File: src/rtl/id_pkg.sv
// rtl/id_pkg.sv - RV32I decode constants, control-word layout and ALU op helpers
package id_pkg;

  localparam logic [6:0] OPC_LUI    = 7'b0110111;
  localparam logic [6:0] OPC_AUIPC  = 7'b0010111;
  localparam logic [6:0] OPC_JAL    = 7'b1101111;
  localparam logic [6:0] OPC_JALR   = 7'b1100111;
  localparam logic [6:0] OPC_BRANCH = 7'b1100011;
  localparam logic [6:0] OPC_LOAD   = 7'b0000011;
  localparam logic [6:0] OPC_STORE  = 7'b0100011;
  localparam logic [6:0] OPC_OP_IMM = 7'b0010011;
  localparam logic [6:0] OPC_OP     = 7'b0110011;

  typedef enum logic [3:0] {
    ALU_ADD    = 4'd0,
    ALU_SUB    = 4'd1,
    ALU_SLL    = 4'd2,
    ALU_SLT    = 4'd3,
    ALU_SLTU   = 4'd4,
    ALU_XOR    = 4'd5,
    ALU_SRL    = 4'd6,
    ALU_SRA    = 4'd7,
    ALU_OR     = 4'd8,
    ALU_AND    = 4'd9,
    ALU_PASS_B = 4'd10
  } alu_op_e;

  typedef enum logic [1:0] {
    A_RS1  = 2'd0,
    A_PC   = 2'd1,
    A_ZERO = 2'd2
  } a_sel_e;

  typedef enum logic [2:0] {
    IMM_R,
    IMM_I,
    IMM_S,
    IMM_B,
    IMM_U,
    IMM_J
  } imm_type_e;

  // Packed MSB-first so that alu_op lands in bits [3:0] and jalr in bit 15.
  typedef struct packed {
    logic       jalr;
    logic       jump;
    logic       branch;
    logic       reg_wr;
    logic [2:0] mem_size;
    logic       mem_wr;
    logic       mem_rd;
    logic       b_imm;
    a_sel_e     a_sel;
    alu_op_e    alu_op;
  } ctrl_t;

  // alt selects SUB/SRA; callers decide whether funct7[5] is allowed to reach it.
  function automatic alu_op_e alu_from_f3(input logic [2:0] funct3, input logic alt);
    case (funct3)
      3'b000:  return alt ? ALU_SUB : ALU_ADD;
      3'b001:  return ALU_SLL;
      3'b010:  return ALU_SLT;
      3'b011:  return ALU_SLTU;
      3'b100:  return ALU_XOR;
      3'b101:  return alt ? ALU_SRA : ALU_SRL;
      3'b110:  return ALU_OR;
      default: return ALU_AND;
    endcase
  endfunction

endpackage

File: src/rtl/id_stage_if.sv
// rtl/id_stage_if.sv - IF/regfile/EX-facing signal bundle of the decode stage
interface id_stage_if #(
  parameter int XLEN   = 32,
  parameter int REG_AW = 5,
  parameter int CTRL_W = 16
);
  logic              if_valid;
  logic              if_ready;
  logic [XLEN-1:0]   if_pc;
  logic [31:0]       if_instr;
  logic [REG_AW-1:0] rs1_addr;
  logic [REG_AW-1:0] rs2_addr;
  logic [XLEN-1:0]   rs1_data;
  logic [XLEN-1:0]   rs2_data;
  logic              ex_load_valid;
  logic [REG_AW-1:0] ex_load_rd;
  logic              flush;
  logic              ex_valid;
  logic              ex_ready;
  logic [CTRL_W-1:0] ex_ctrl;
  logic [XLEN-1:0]   ex_pc;
  logic [XLEN-1:0]   ex_rs1;
  logic [XLEN-1:0]   ex_rs2;
  logic [XLEN-1:0]   ex_imm;
  logic [REG_AW-1:0] ex_rd;
  logic              ex_illegal;

  modport slave (
    input  if_valid, if_pc, if_instr, rs1_data, rs2_data,
           ex_load_valid, ex_load_rd, flush, ex_ready,
    output if_ready, rs1_addr, rs2_addr, ex_valid, ex_ctrl,
           ex_pc, ex_rs1, ex_rs2, ex_imm, ex_rd, ex_illegal
  );

  modport master (
    output if_valid, if_pc, if_instr, rs1_data, rs2_data,
           ex_load_valid, ex_load_rd, flush, ex_ready,
    input  if_ready, rs1_addr, rs2_addr, ex_valid, ex_ctrl,
           ex_pc, ex_rs1, ex_rs2, ex_imm, ex_rd, ex_illegal
  );
endinterface

File: src/rtl/id_imm_gen.sv
// rtl/id_imm_gen.sv - combinational RV32I immediate extraction, sign-extended to XLEN
module id_imm_gen
  import id_pkg::*;
#(
  parameter int XLEN = 32
) (
  input  logic [31:7]     instr,
  input  imm_type_e       imm_type,
  output logic [XLEN-1:0] imm
);

  logic [31:0] raw;

  always_comb begin
    raw = '0;
    case (imm_type)
      IMM_I:   raw = {{20{instr[31]}}, instr[31:20]};
      IMM_S:   raw = {{20{instr[31]}}, instr[31:25], instr[11:7]};
      IMM_B:   raw = {{19{instr[31]}}, instr[31], instr[7], instr[30:25], instr[11:8], 1'b0};
      IMM_U:   raw = {instr[31:12], 12'b0};
      IMM_J:   raw = {{11{instr[31]}}, instr[31], instr[19:12], instr[20], instr[30:21], 1'b0};
      default: raw = '0;
    endcase
  end

  // raw already carries the sign in bit 31; widening keeps it for XLEN > 32.
  assign imm = XLEN'($signed(raw));

endmodule

File: src/rtl/id_stage.sv
// rtl/id_stage.sv - RV32I decode stage with load-use stall, flush and ID/EX register
module id_stage
  import id_pkg::*;
#(
  parameter int XLEN   = 32,
  parameter int REG_AW = 5,
  parameter int CTRL_W = 16
) (
  input logic       clk,
  input logic       res,
  id_stage_if.slave bus
);

  logic [31:0]       instr;
  logic [6:0]        opcode;
  logic [2:0]        funct3;
  logic              f7_alt;
  logic [REG_AW-1:0] rs1_a;
  logic [REG_AW-1:0] rs2_a;
  logic [REG_AW-1:0] rd_a;

  ctrl_t             ctrl;
  imm_type_e         imm_type;
  logic              illegal;
  logic              uses_rs1;
  logic              uses_rs2;
  logic [XLEN-1:0]   imm;

  logic              advance;
  logic              hazard;

  logic              ex_valid_q;
  logic [CTRL_W-1:0] ex_ctrl_q;
  logic [XLEN-1:0]   ex_pc_q;
  logic [XLEN-1:0]   ex_rs1_q;
  logic [XLEN-1:0]   ex_rs2_q;
  logic [XLEN-1:0]   ex_imm_q;
  logic [REG_AW-1:0] ex_rd_q;
  logic              ex_illegal_q;

  assign instr  = bus.if_instr;
  assign opcode = instr[6:0];
  assign funct3 = instr[14:12];
  assign f7_alt = instr[30];
  assign rs1_a  = REG_AW'(instr[19:15]);
  assign rs2_a  = REG_AW'(instr[24:20]);
  assign rd_a   = REG_AW'(instr[11:7]);

  assign bus.rs1_addr = rs1_a;
  assign bus.rs2_addr = rs2_a;

  always_comb begin
    ctrl     = '0;
    imm_type = IMM_R;
    illegal  = 1'b0;
    uses_rs1 = 1'b0;
    uses_rs2 = 1'b0;
    case (opcode)
      OPC_LUI: begin
        ctrl.alu_op = ALU_PASS_B;
        ctrl.a_sel  = A_ZERO;
        ctrl.b_imm  = 1'b1;
        ctrl.reg_wr = 1'b1;
        imm_type    = IMM_U;
      end
      OPC_AUIPC: begin
        ctrl.a_sel  = A_PC;
        ctrl.b_imm  = 1'b1;
        ctrl.reg_wr = 1'b1;
        imm_type    = IMM_U;
      end
      OPC_JAL: begin
        ctrl.a_sel  = A_PC;
        ctrl.b_imm  = 1'b1;
        ctrl.reg_wr = 1'b1;
        ctrl.jump   = 1'b1;
        imm_type    = IMM_J;
      end
      OPC_JALR: begin
        ctrl.b_imm  = 1'b1;
        ctrl.reg_wr = 1'b1;
        ctrl.jump   = 1'b1;
        ctrl.jalr   = 1'b1;
        imm_type    = IMM_I;
        uses_rs1    = 1'b1;
      end
      OPC_BRANCH: begin
        // EX reads the comparison kind straight from funct3 in the alu_op field.
        ctrl.alu_op = alu_op_e'({1'b0, funct3});
        ctrl.branch = 1'b1;
        imm_type    = IMM_B;
        uses_rs1    = 1'b1;
        uses_rs2    = 1'b1;
      end
      OPC_LOAD: begin
        ctrl.b_imm    = 1'b1;
        ctrl.mem_rd   = 1'b1;
        ctrl.mem_size = funct3;
        ctrl.reg_wr   = 1'b1;
        imm_type      = IMM_I;
        uses_rs1      = 1'b1;
      end
      OPC_STORE: begin
        ctrl.b_imm    = 1'b1;
        ctrl.mem_wr   = 1'b1;
        ctrl.mem_size = funct3;
        imm_type      = IMM_S;
        uses_rs1      = 1'b1;
        uses_rs2      = 1'b1;
      end
      OPC_OP_IMM: begin
        // Bit 30 is immediate data except for SRAI, so ADDI never becomes SUB.
        ctrl.alu_op = alu_from_f3(funct3, (funct3 == 3'b101) && f7_alt);
        ctrl.b_imm  = 1'b1;
        ctrl.reg_wr = 1'b1;
        imm_type    = IMM_I;
        uses_rs1    = 1'b1;
      end
      OPC_OP: begin
        ctrl.alu_op = alu_from_f3(funct3, f7_alt);
        ctrl.reg_wr = 1'b1;
        uses_rs1    = 1'b1;
        uses_rs2    = 1'b1;
      end
      default: illegal = 1'b1;
    endcase
    if (rd_a == '0) ctrl.reg_wr = 1'b0;
  end

  id_imm_gen #(.XLEN(XLEN)) u_imm_gen (
    .instr    (instr[31:7]),
    .imm_type (imm_type),
    .imm      (imm)
  );

  assign advance = !ex_valid_q || bus.ex_ready;
  assign hazard  = bus.ex_load_valid && (bus.ex_load_rd != '0) &&
                   ((uses_rs1 && (rs1_a == bus.ex_load_rd)) ||
                    (uses_rs2 && (rs2_a == bus.ex_load_rd)));
  assign bus.if_ready = advance && !hazard && !bus.flush;

  // Flush and bubbles only clear valid; the payload is don't-care while invalid.
  always_ff @(posedge clk or posedge res) begin
    if (res) begin
      ex_valid_q   <= 1'b0;
      ex_ctrl_q    <= '0;
      ex_pc_q      <= '0;
      ex_rs1_q     <= '0;
      ex_rs2_q     <= '0;
      ex_imm_q     <= '0;
      ex_rd_q      <= '0;
      ex_illegal_q <= 1'b0;
    end else if (bus.flush) begin
      ex_valid_q <= 1'b0;
    end else if (advance && hazard) begin
      ex_valid_q <= 1'b0;
    end else if (advance) begin
      ex_valid_q   <= bus.if_valid;
      ex_ctrl_q    <= CTRL_W'(ctrl);
      ex_pc_q      <= bus.if_pc;
      ex_rs1_q     <= bus.rs1_data;
      ex_rs2_q     <= bus.rs2_data;
      ex_imm_q     <= imm;
      ex_rd_q      <= rd_a;
      ex_illegal_q <= illegal;
    end
  end

  assign bus.ex_valid   = ex_valid_q;
  assign bus.ex_ctrl    = ex_ctrl_q;
  assign bus.ex_pc      = ex_pc_q;
  assign bus.ex_rs1     = ex_rs1_q;
  assign bus.ex_rs2     = ex_rs2_q;
  assign bus.ex_imm     = ex_imm_q;
  assign bus.ex_rd      = ex_rd_q;
  assign bus.ex_illegal = ex_illegal_q;

endmodule

File: src/flat_wrapper.sv
// flat-port wrapper written by rule: the top's interface ports become plain ports
module id_stage_flat import id_pkg::*;
#(
  parameter int XLEN   = 32,
  parameter int REG_AW = 5,
  parameter int CTRL_W = 16
)
  (clk, res, bus_if_valid, bus_if_pc, bus_if_instr, bus_rs1_data, bus_rs2_data, bus_ex_load_valid, bus_ex_load_rd, bus_flush, bus_ex_ready, bus_if_ready, bus_rs1_addr, bus_rs2_addr, bus_ex_valid, bus_ex_ctrl, bus_ex_pc, bus_ex_rs1, bus_ex_rs2, bus_ex_imm, bus_ex_rd, bus_ex_illegal);
  id_stage_if #(.XLEN(XLEN), .REG_AW(REG_AW), .CTRL_W(CTRL_W)) bus_i ();
  input logic clk;
  input logic res;
  input wire logic [$bits(bus_i.if_valid)-1:0] bus_if_valid;
  input wire logic [$bits(bus_i.if_pc)-1:0] bus_if_pc;
  input wire logic [$bits(bus_i.if_instr)-1:0] bus_if_instr;
  input wire logic [$bits(bus_i.rs1_data)-1:0] bus_rs1_data;
  input wire logic [$bits(bus_i.rs2_data)-1:0] bus_rs2_data;
  input wire logic [$bits(bus_i.ex_load_valid)-1:0] bus_ex_load_valid;
  input wire logic [$bits(bus_i.ex_load_rd)-1:0] bus_ex_load_rd;
  input wire logic [$bits(bus_i.flush)-1:0] bus_flush;
  input wire logic [$bits(bus_i.ex_ready)-1:0] bus_ex_ready;
  output wire logic [$bits(bus_i.if_ready)-1:0] bus_if_ready;
  output wire logic [$bits(bus_i.rs1_addr)-1:0] bus_rs1_addr;
  output wire logic [$bits(bus_i.rs2_addr)-1:0] bus_rs2_addr;
  output wire logic [$bits(bus_i.ex_valid)-1:0] bus_ex_valid;
  output wire logic [$bits(bus_i.ex_ctrl)-1:0] bus_ex_ctrl;
  output wire logic [$bits(bus_i.ex_pc)-1:0] bus_ex_pc;
  output wire logic [$bits(bus_i.ex_rs1)-1:0] bus_ex_rs1;
  output wire logic [$bits(bus_i.ex_rs2)-1:0] bus_ex_rs2;
  output wire logic [$bits(bus_i.ex_imm)-1:0] bus_ex_imm;
  output wire logic [$bits(bus_i.ex_rd)-1:0] bus_ex_rd;
  output wire logic [$bits(bus_i.ex_illegal)-1:0] bus_ex_illegal;
  assign bus_i.if_valid = bus_if_valid;
  assign bus_i.if_pc = bus_if_pc;
  assign bus_i.if_instr = bus_if_instr;
  assign bus_i.rs1_data = bus_rs1_data;
  assign bus_i.rs2_data = bus_rs2_data;
  assign bus_i.ex_load_valid = bus_ex_load_valid;
  assign bus_i.ex_load_rd = bus_ex_load_rd;
  assign bus_i.flush = bus_flush;
  assign bus_i.ex_ready = bus_ex_ready;
  assign bus_if_ready = bus_i.if_ready;
  assign bus_rs1_addr = bus_i.rs1_addr;
  assign bus_rs2_addr = bus_i.rs2_addr;
  assign bus_ex_valid = bus_i.ex_valid;
  assign bus_ex_ctrl = bus_i.ex_ctrl;
  assign bus_ex_pc = bus_i.ex_pc;
  assign bus_ex_rs1 = bus_i.ex_rs1;
  assign bus_ex_rs2 = bus_i.ex_rs2;
  assign bus_ex_imm = bus_i.ex_imm;
  assign bus_ex_rd = bus_i.ex_rd;
  assign bus_ex_illegal = bus_i.ex_illegal;
  id_stage #(.XLEN(XLEN), .REG_AW(REG_AW), .CTRL_W(CTRL_W)) u_core (.clk(clk), .res(res), .bus(bus_i));
endmodule
File: config.mk
export PLATFORM = sky130hd
export DESIGN_NAME = id_stage_flat
export DESIGN_NICKNAME = d
export VERILOG_FILES = /design/src/rtl/id_pkg.sv /design/src/rtl/id_stage_if.sv /design/src/rtl/id_imm_gen.sv /design/src/rtl/id_stage.sv /design/src/flat_wrapper.sv
export SDC_FILE = /design/constraint.sdc
export NUM_CORES = 1
export LEC_CHECK = 0
export BUFFER_PORTS_ARGS = -buffer_cell sky130_fd_sc_hd__buf_4
export CAP_MARGIN = 20
export CELL_PAD_IN_SITES_DETAIL_PLACEMENT = 0
export CELL_PAD_IN_SITES_GLOBAL_PLACEMENT = 1
export CORE_MARGIN = 3
export CORE_UTILIZATION = 32
export DETAILED_ROUTE_END_ITERATION = 16
export HOLD_SLACK_MARGIN = 0.12
export PLACE_DENSITY_LB_ADDON = 0.25
export SETUP_SLACK_MARGIN = 0.4
export SLEW_MARGIN = 10
export SYNTH_ARGS = -nofsm -noshare
export SYNTH_HDL_FRONTEND = slang
export SYNTH_SLANG_ARGS = --single-unit
File: constraint.sdc
create_clock -name clk -period 5 [get_ports clk]
set_input_delay 1 -clock clk [delete_from_list [all_inputs] [get_ports clk]]
set_output_delay 1 -clock clk [all_outputs]
set_load 0.05 [all_outputs]
==> results of run 1 <==
[worst min path at each step]
stage / start / end / depth (start not counted)
final: u_core.bus.ex_rs2[22] / u_core.bus.ex_rs2[22] / 1
after global routing: res / u_core.bus.ex_imm[16] / 2
after CTS: u_core.bus.ex_rs1[20] / u_core.bus.ex_rs1[20] / 1
after detailed placement: u_core.bus.ex_pc[25] / u_core.bus.ex_pc[25] / 1
after global placement: u_core.bus.ex_rs2[14] / u_core.bus.ex_rs2[14] / 1
after floorplan: u_core.bus.ex_imm[18] / u_core.bus.ex_imm[18] / 2
[critical path, delay by kind of cell]
family | cells | cell delay [ns]
compound gates | 2 | 0.43
buf+inv | 2 | 0.32
simple gates | 2 | 0.67
[registers in the layout, summed over array words and instances, names as in the netlist]
register	cells
u_core.bus.ex_valid	1
u_core.bus.ex_ctrl	16
u_core.bus.ex_pc	32
u_core.bus.ex_rd	5
u_core.bus.ex_rs1	32
u_core.bus.ex_imm	32
u_core.bus.ex_illegal	1
u_core.bus.ex_rs2	32
[kinds of logic after synthesis]
| kind of cell | count (synthesis) | synth area share (%) |
|---|---|---|
| DFF | 151 | 55.1 |
| AOI/OAI and AO/OA | 63 | 7.15 |
| muxes | 138 | 26.0 |
| and+or+nand+nor | 63 | 5.18 |
| xor gates and xnor gates | 10 | 1.28 |
| buffers and inverters | 63 | 5.29 |
[where the power goes]
| group | internal (uW) | leakage [uW] | switching [uW] |
|---|---|---|---|
| sequential | 1340 | 0.00186 | 67.3 |
| clock | 708 | 0.000280 | 576 |
| combinational | 406 | 0.00274 | 678 |
[metal layers]
| metal | part of all wire, % | track usage (%) | up-vias | wire length [microns] |
|---|---|---|---|---|
| met1 | 42 | 21.7 | 2538 | 8470 |
| met4 | 1.5 | 4.54 | 0 | 311 |
| li1 | - | - | 2296 | - |
| met3 | 6.0 | 4.97 | 14 | 1230 |
| met5 | 0 | 0 | - | 0 |
| met2 | 51 | 29.5 | 186 | 10300 |
[layout make-up]
class / count / area (sq um) / share of cell area (%)
clock buffers: 17 / 425 / 4.31
inverters: 25 / 97.6 / 0.989
clock inverters: 15 / 158 / 1.60
multi-input cells: 274 / 2730 / 27.6
flip-flops and latches: 151 / 3780 / 38.3
repair buffers: 307 / 2350 / 23.8
well taps: 270 / 338 / 3.42
[cell usage after synthesis (2+ instances only)]
library cell	number
mux2_4	65
buf_4	10
a31oi_1	3
nand2_1	9
mux2_2	63
buf_2	11
a22oi_1	2
xnor2_1	8
buf_6	10
o22ai_2	9
nand4_1	4
dfrtp_1	151
or4_1	2
a22o_1	4
and2_1	2
a21boi_0	2
buf_1	2
and3b_1	2
a21oi_1	10
o21ai_0	5
nor3b_1	2
nor3_1	6
o22ai_1	3
nand4b_1	2
nor2b_1	3
inv_1	25
o211ai_1	2
nor2_1	10
xor2_1	2
o22a_1	3
a21o_1	11
nand2b_1	4
nand3_1	12
nor4_1	2
mux2i_1	10
clkbuf_1	5
[through the flow]
step | util (%) | instance area, sq um | cells
floorplan | - | 6860 | 488
global placement | 44.9 | 9260 | 1025
detailed placement | 44.9 | 9270 | 1026
CTS | 47.8 | 9850 | 1058
global route | 47.9 | 9870 | 1059
finish | 47.9 | 9870 | 1059
==> results_dict.tcl, run 1 <==
set metrics [dict create \
    startpoint "bus_if_instr[3]" \
    rsz0062_at_grt "no" \
    io_buffers 300 \
    crit_type "in2out" \
    synth.distinct_cells 48 \
    vias 5034 \
    layout_common_cells "buf_4, dfrtp_1, mux2_4" \
    cts_hold_buf 0 \
    cp_max_fo 7 \
    synth.avg_cell_area_sq_um 14.1 \
    ys_async_sr_fraction_pct 100 \
    drv_cap 0 \
    clk_pin_slew_ns 0.07 \
    fillCellCount 1866 \
    die_height_microns 152 \
    peakVddDrop_mv 0.208 \
    clockBufferDepth 2 \
    layout-drive-gt1-share_pct 61.0 \
    r2r_cells 6 \
    diodes 0 \
    ys_seq_elements 151 \
    synth_top_area_share_pct 55.1 \
    cp_cell_sequence "buf_4, nand3b_4, or4_1, o22a_1, o21a_4, buf_4" \
    synth_top_area_cell "dfrtp_1" \
    place_congestion 0.854 \
    grt_max_degree 151 \
    wl_per_cell_microns 19.1 \
    max_freq_mhz 292 \
    fin_ws_ns 1.57 \
    synth_edf_count 0 \
    hold_path_class "reg2reg" \
    critPathLaunchType "input port" \
    max_slew_margin_pct 9.85 \
    p_leak_uw 0.00488 \
    maxSlewViolCount 0 \
    power_density_nw_per_um2 383 \
    syn_nets 627 \
    ctsResizeCount 0 \
    chipWidth_microns 152 \
    reg2reg_slack_ns 2.50 \
    cp.required_ns 4.00 \
    fin_worst_skew_ns 0.0127 \
    nets 915 \
    crit_end "bus_if_ready" \
    hold-worst-slack_ns 0.510 \
    final_antenna_net_count 0 \
    drt_pre_antenna_iters 4 \
    hold_viol 0 \
    start_util_pct 33.3 \
    syn-cell-area_sq_um 6860 \
    num_rows 52 \
    yosysWarnings 0 \
    grt_pass1_vias 5400 \
    r2r_end "u_core.bus.ex_ctrl[0]" \
    tritoncts "done" \
    cpPeakStageDelay_ns 0.50 \
    crit_top_cell "buf_4" \
    clock-sinks 151 \
    period_minus_slack_ns 3.43 \
    vias_per_cell 4.75 \
    grt_util_all_layers_pct 17.3 \
    synth.top_cells.by_area "dfrtp_1, mux2_4, mux2_2" \
    die_area_sq_um 23200 \
    core_sq_um 20600 \
    final-setup-viol-count 0 \
    crit_path_end_kind "primary output" \
    total_power_uw 3780 \
    cts_root_buf "clkbuf_16" \
    pre_cts_ws_ns 1.55 \
    antenna_found_initial 0 \
    grt_pass1_wl_mm 31.9 \
    outcome "complete, no violations" \
    post_cts_buffers 0 \
    cts_made_buffers 17 \
    cts_htree_levels 4 \
    io_pins 301 \
    tightestPinTransition_ns 1.35 \
    mostFrequentLayoutCell "buf_4" \
    tns_ns 0 \
    synthFlopType "dfrtp_1" \
    drc 0 \
    critPathArrivalTime_ns 2.43 \
    drtIter0Drc 346 \
    r2r-start "u_core.bus.ex_valid" \
    crit_slowest_cell "or4_1" \
    fin_crit_sh_pct 68.5 \
    synthCells 488 \
    ys_seq_area_share_pct 55.1 \
    clkLatencyLatePin_ns 0.42 \
    dpl.hpwl_mm 14.9 \
    grt-ovfl-total 0 \
    syn_to_final_growth_pct 43.9 \
    routed_wl_mm 20.3 \
]
Power figures use the tool's default switching activity.
==> inputs of run 2 (changes only) <==
==> constraint.sdc (replaced) <==
create_clock -name clk -period 3.3 [get_ports clk]
set_input_delay 0.66 -clock clk [delete_from_list [all_inputs] [get_ports clk]]
set_output_delay 0.66 -clock clk [all_outputs]
set_load 0.05 [all_outputs]
==> results_dict.tcl, run 2 (synthesis gave the netlist of run 1 again) <==
set metrics [dict create \
    place_congestion 0.797 \
    final-setup-viol-count 0 \
    post_cts_buffers 0 \
    hold_viol 0 \
    path_buf_inv 2 \
    cp_cell_sequence "buf_4, nand3b_4, or4_1, o22a_1, o21a_4, buf_4" \
    outcome "complete, no violations" \
    grt_util_all_layers_pct 17.5 \
    hold_path_class "in2async" \
    drtIter0Drc 316 \
    cts_made_buffers 17 \
    vias_per_cell 4.78 \
    maxSlewViolCount 0 \
    tightestPinTransition_ns 0.751 \
    final_cells 1061 \
    power_density_nw_per_um2 593 \
    syn_to_final_growth_pct 45.3 \
    clock-sinks 151 \
    tns_ns 0 \
    fin_crit_sh_pct 86.0 \
    drc 0 \
    rsz0062_at_grt "no" \
    crit_slowest_cell "or4_1" \
    chipWidth_microns 152 \
    crit_path_end_kind "primary output" \
    grt_pass1_vias 5407 \
    grt_max_degree 96 \
    dpl.hpwl_mm 15.3 \
    max_freq_mhz 353 \
    cpPeakStageDelay_ns 0.50 \
    diodes 0 \
    grt-ovfl-total 0 \
    clk_pin_slew_ns 0.06 \
    p_leak_uw 0.00493 \
    fillCellCount 1827 \
    cp.required_ns 2.64 \
    start_util_pct 33.3 \
    fin_worst_skew_ns 0.00557 \
    layout-drive-gt1-share_pct 61.1 \
    crit_type "in2out" \
    die_area_sq_um 23200 \
    wl_per_cell_microns 19.2 \
    grt_pass1_wl_mm 32.1 \
    critPathLaunchType "input port" \
    crit_top_cell "buf_4" \
    clockBufferDepth 2 \
    antenna_found_initial 0 \
    nets 918 \
    io_pins 301 \
    clkLatencyLatePin_ns 0.41 \
    max_slew_margin_pct 49.7 \
    period_minus_slack_ns 2.84 \
    cp_max_fo 12 \
    routed_wl_mm 20.4 \
    ctsResizeCount 0 \
    core_sq_um 20600 \
    post-place-cells 1030 \
    tritoncts "done" \
    num_rows 52 \
    cts_htree_levels 4 \
    cts_hold_buf 0 \
    critPathArrivalTime_ns 2.18 \
    io_buffers 300 \
    drv_cap 0 \
    die_height_microns 152 \
    crit_family "simple AND/OR/NAND/NOR gates" \
    cts_root_buf "clkbuf_16" \
    peakVddDrop_mv 0.288 \
    layout_common_cells "buf_4, dfrtp_1, mux2_4" \
    drt_pre_antenna_iters 4 \
    final_antenna_net_count 0 \
    vias 5067 \
    mostFrequentLayoutCell "buf_4" \
]
==> run 2: cell types whose count changed in the layout (fill, tap and decap cells not counted) <==
cell,delta
clkinvlp_4,-1
buf_4,+2
inv_6,+2
buf_6,-1
clkinv_2,-1
bufinv_16,+3
buf_12,+2
clkinv_4,-2
inv_8,-2
==> run 2: cell type report <==
class | count | area (sq um) | area share [%]
multi-input combinational | 274 | 2730 | 27.4
sequential | 151 | 3780 | 37.9
timing repair buffer | 310 | 2390 | 24.0
tap | 270 | 338 | 3.39
clock buffer | 17 | 425 | 4.27
inverter | 25 | 97.6 | 0.979
clock inverter | 14 | 213 | 2.13
==> run 2: per-layer routing <==
layer	vias up	wire [microns]	GRT usage (%)
met3	24	1230	4.23
met2	194	10300	29.8
met5	-	0	0
met1	2548	8430	22.2
li1	2301	-	-
met4	0	401	5.56
==> run 2: worst paths after layout <==
check	start	to	slack, ns	depth (start not counted)
worst max-delay path	bus_if_instr[3]	bus_if_ready	0.46	6
min in group clk	bus_flush	u_core.bus.ex_valid	0.45	2
worst max register to register	u_core.bus.ex_valid	u_core.bus.ex_rs2[19]	1.34	5
max in group asynchronous	res	u_core.bus.ex_rd[2]	2.46	3
worst min register to register	u_core.bus.ex_rs2[22]	u_core.bus.ex_rs2[22]	0.51	1
worst min-delay path	res	u_core.bus.ex_imm[17]	0.35	3
==> run 2: tightest hold or removal path, cell delays in order <==
cell and delay [ns]:
buf_4 0.12, clkinvlp_4 0.10, buf_12 0.28
==> run 2: power by group <==
group          internal [uW]  switching (uW)  total [uW]
Sequential              2030             101        2130
Clock                   1290             840        2130
Combinational            611            1030        1640
==> run 2: stage by stage <==
stage / util [%] / total power, uW / instance area (sq um) / worst slack [ns] / hold WS (ns)
5_1_grt: 48.3 / 6170 / 9970 / 0.410 / 0.368
3_5_place_dp: 45.2 / 3830 / 9330 / 0.469 / 0.493
4_1_cts: 48.3 / 5990 / 9970 / 0.466 / 0.368
6_report: 48.3 / 5910 / 9970 / 0.463 / 0.353
3_3_place_gp: 45.2 / 3800 / 9330 / 0.475 / 0.493
2_1_floorplan: - / 3250 / 6860 / 0.429 / 0.750
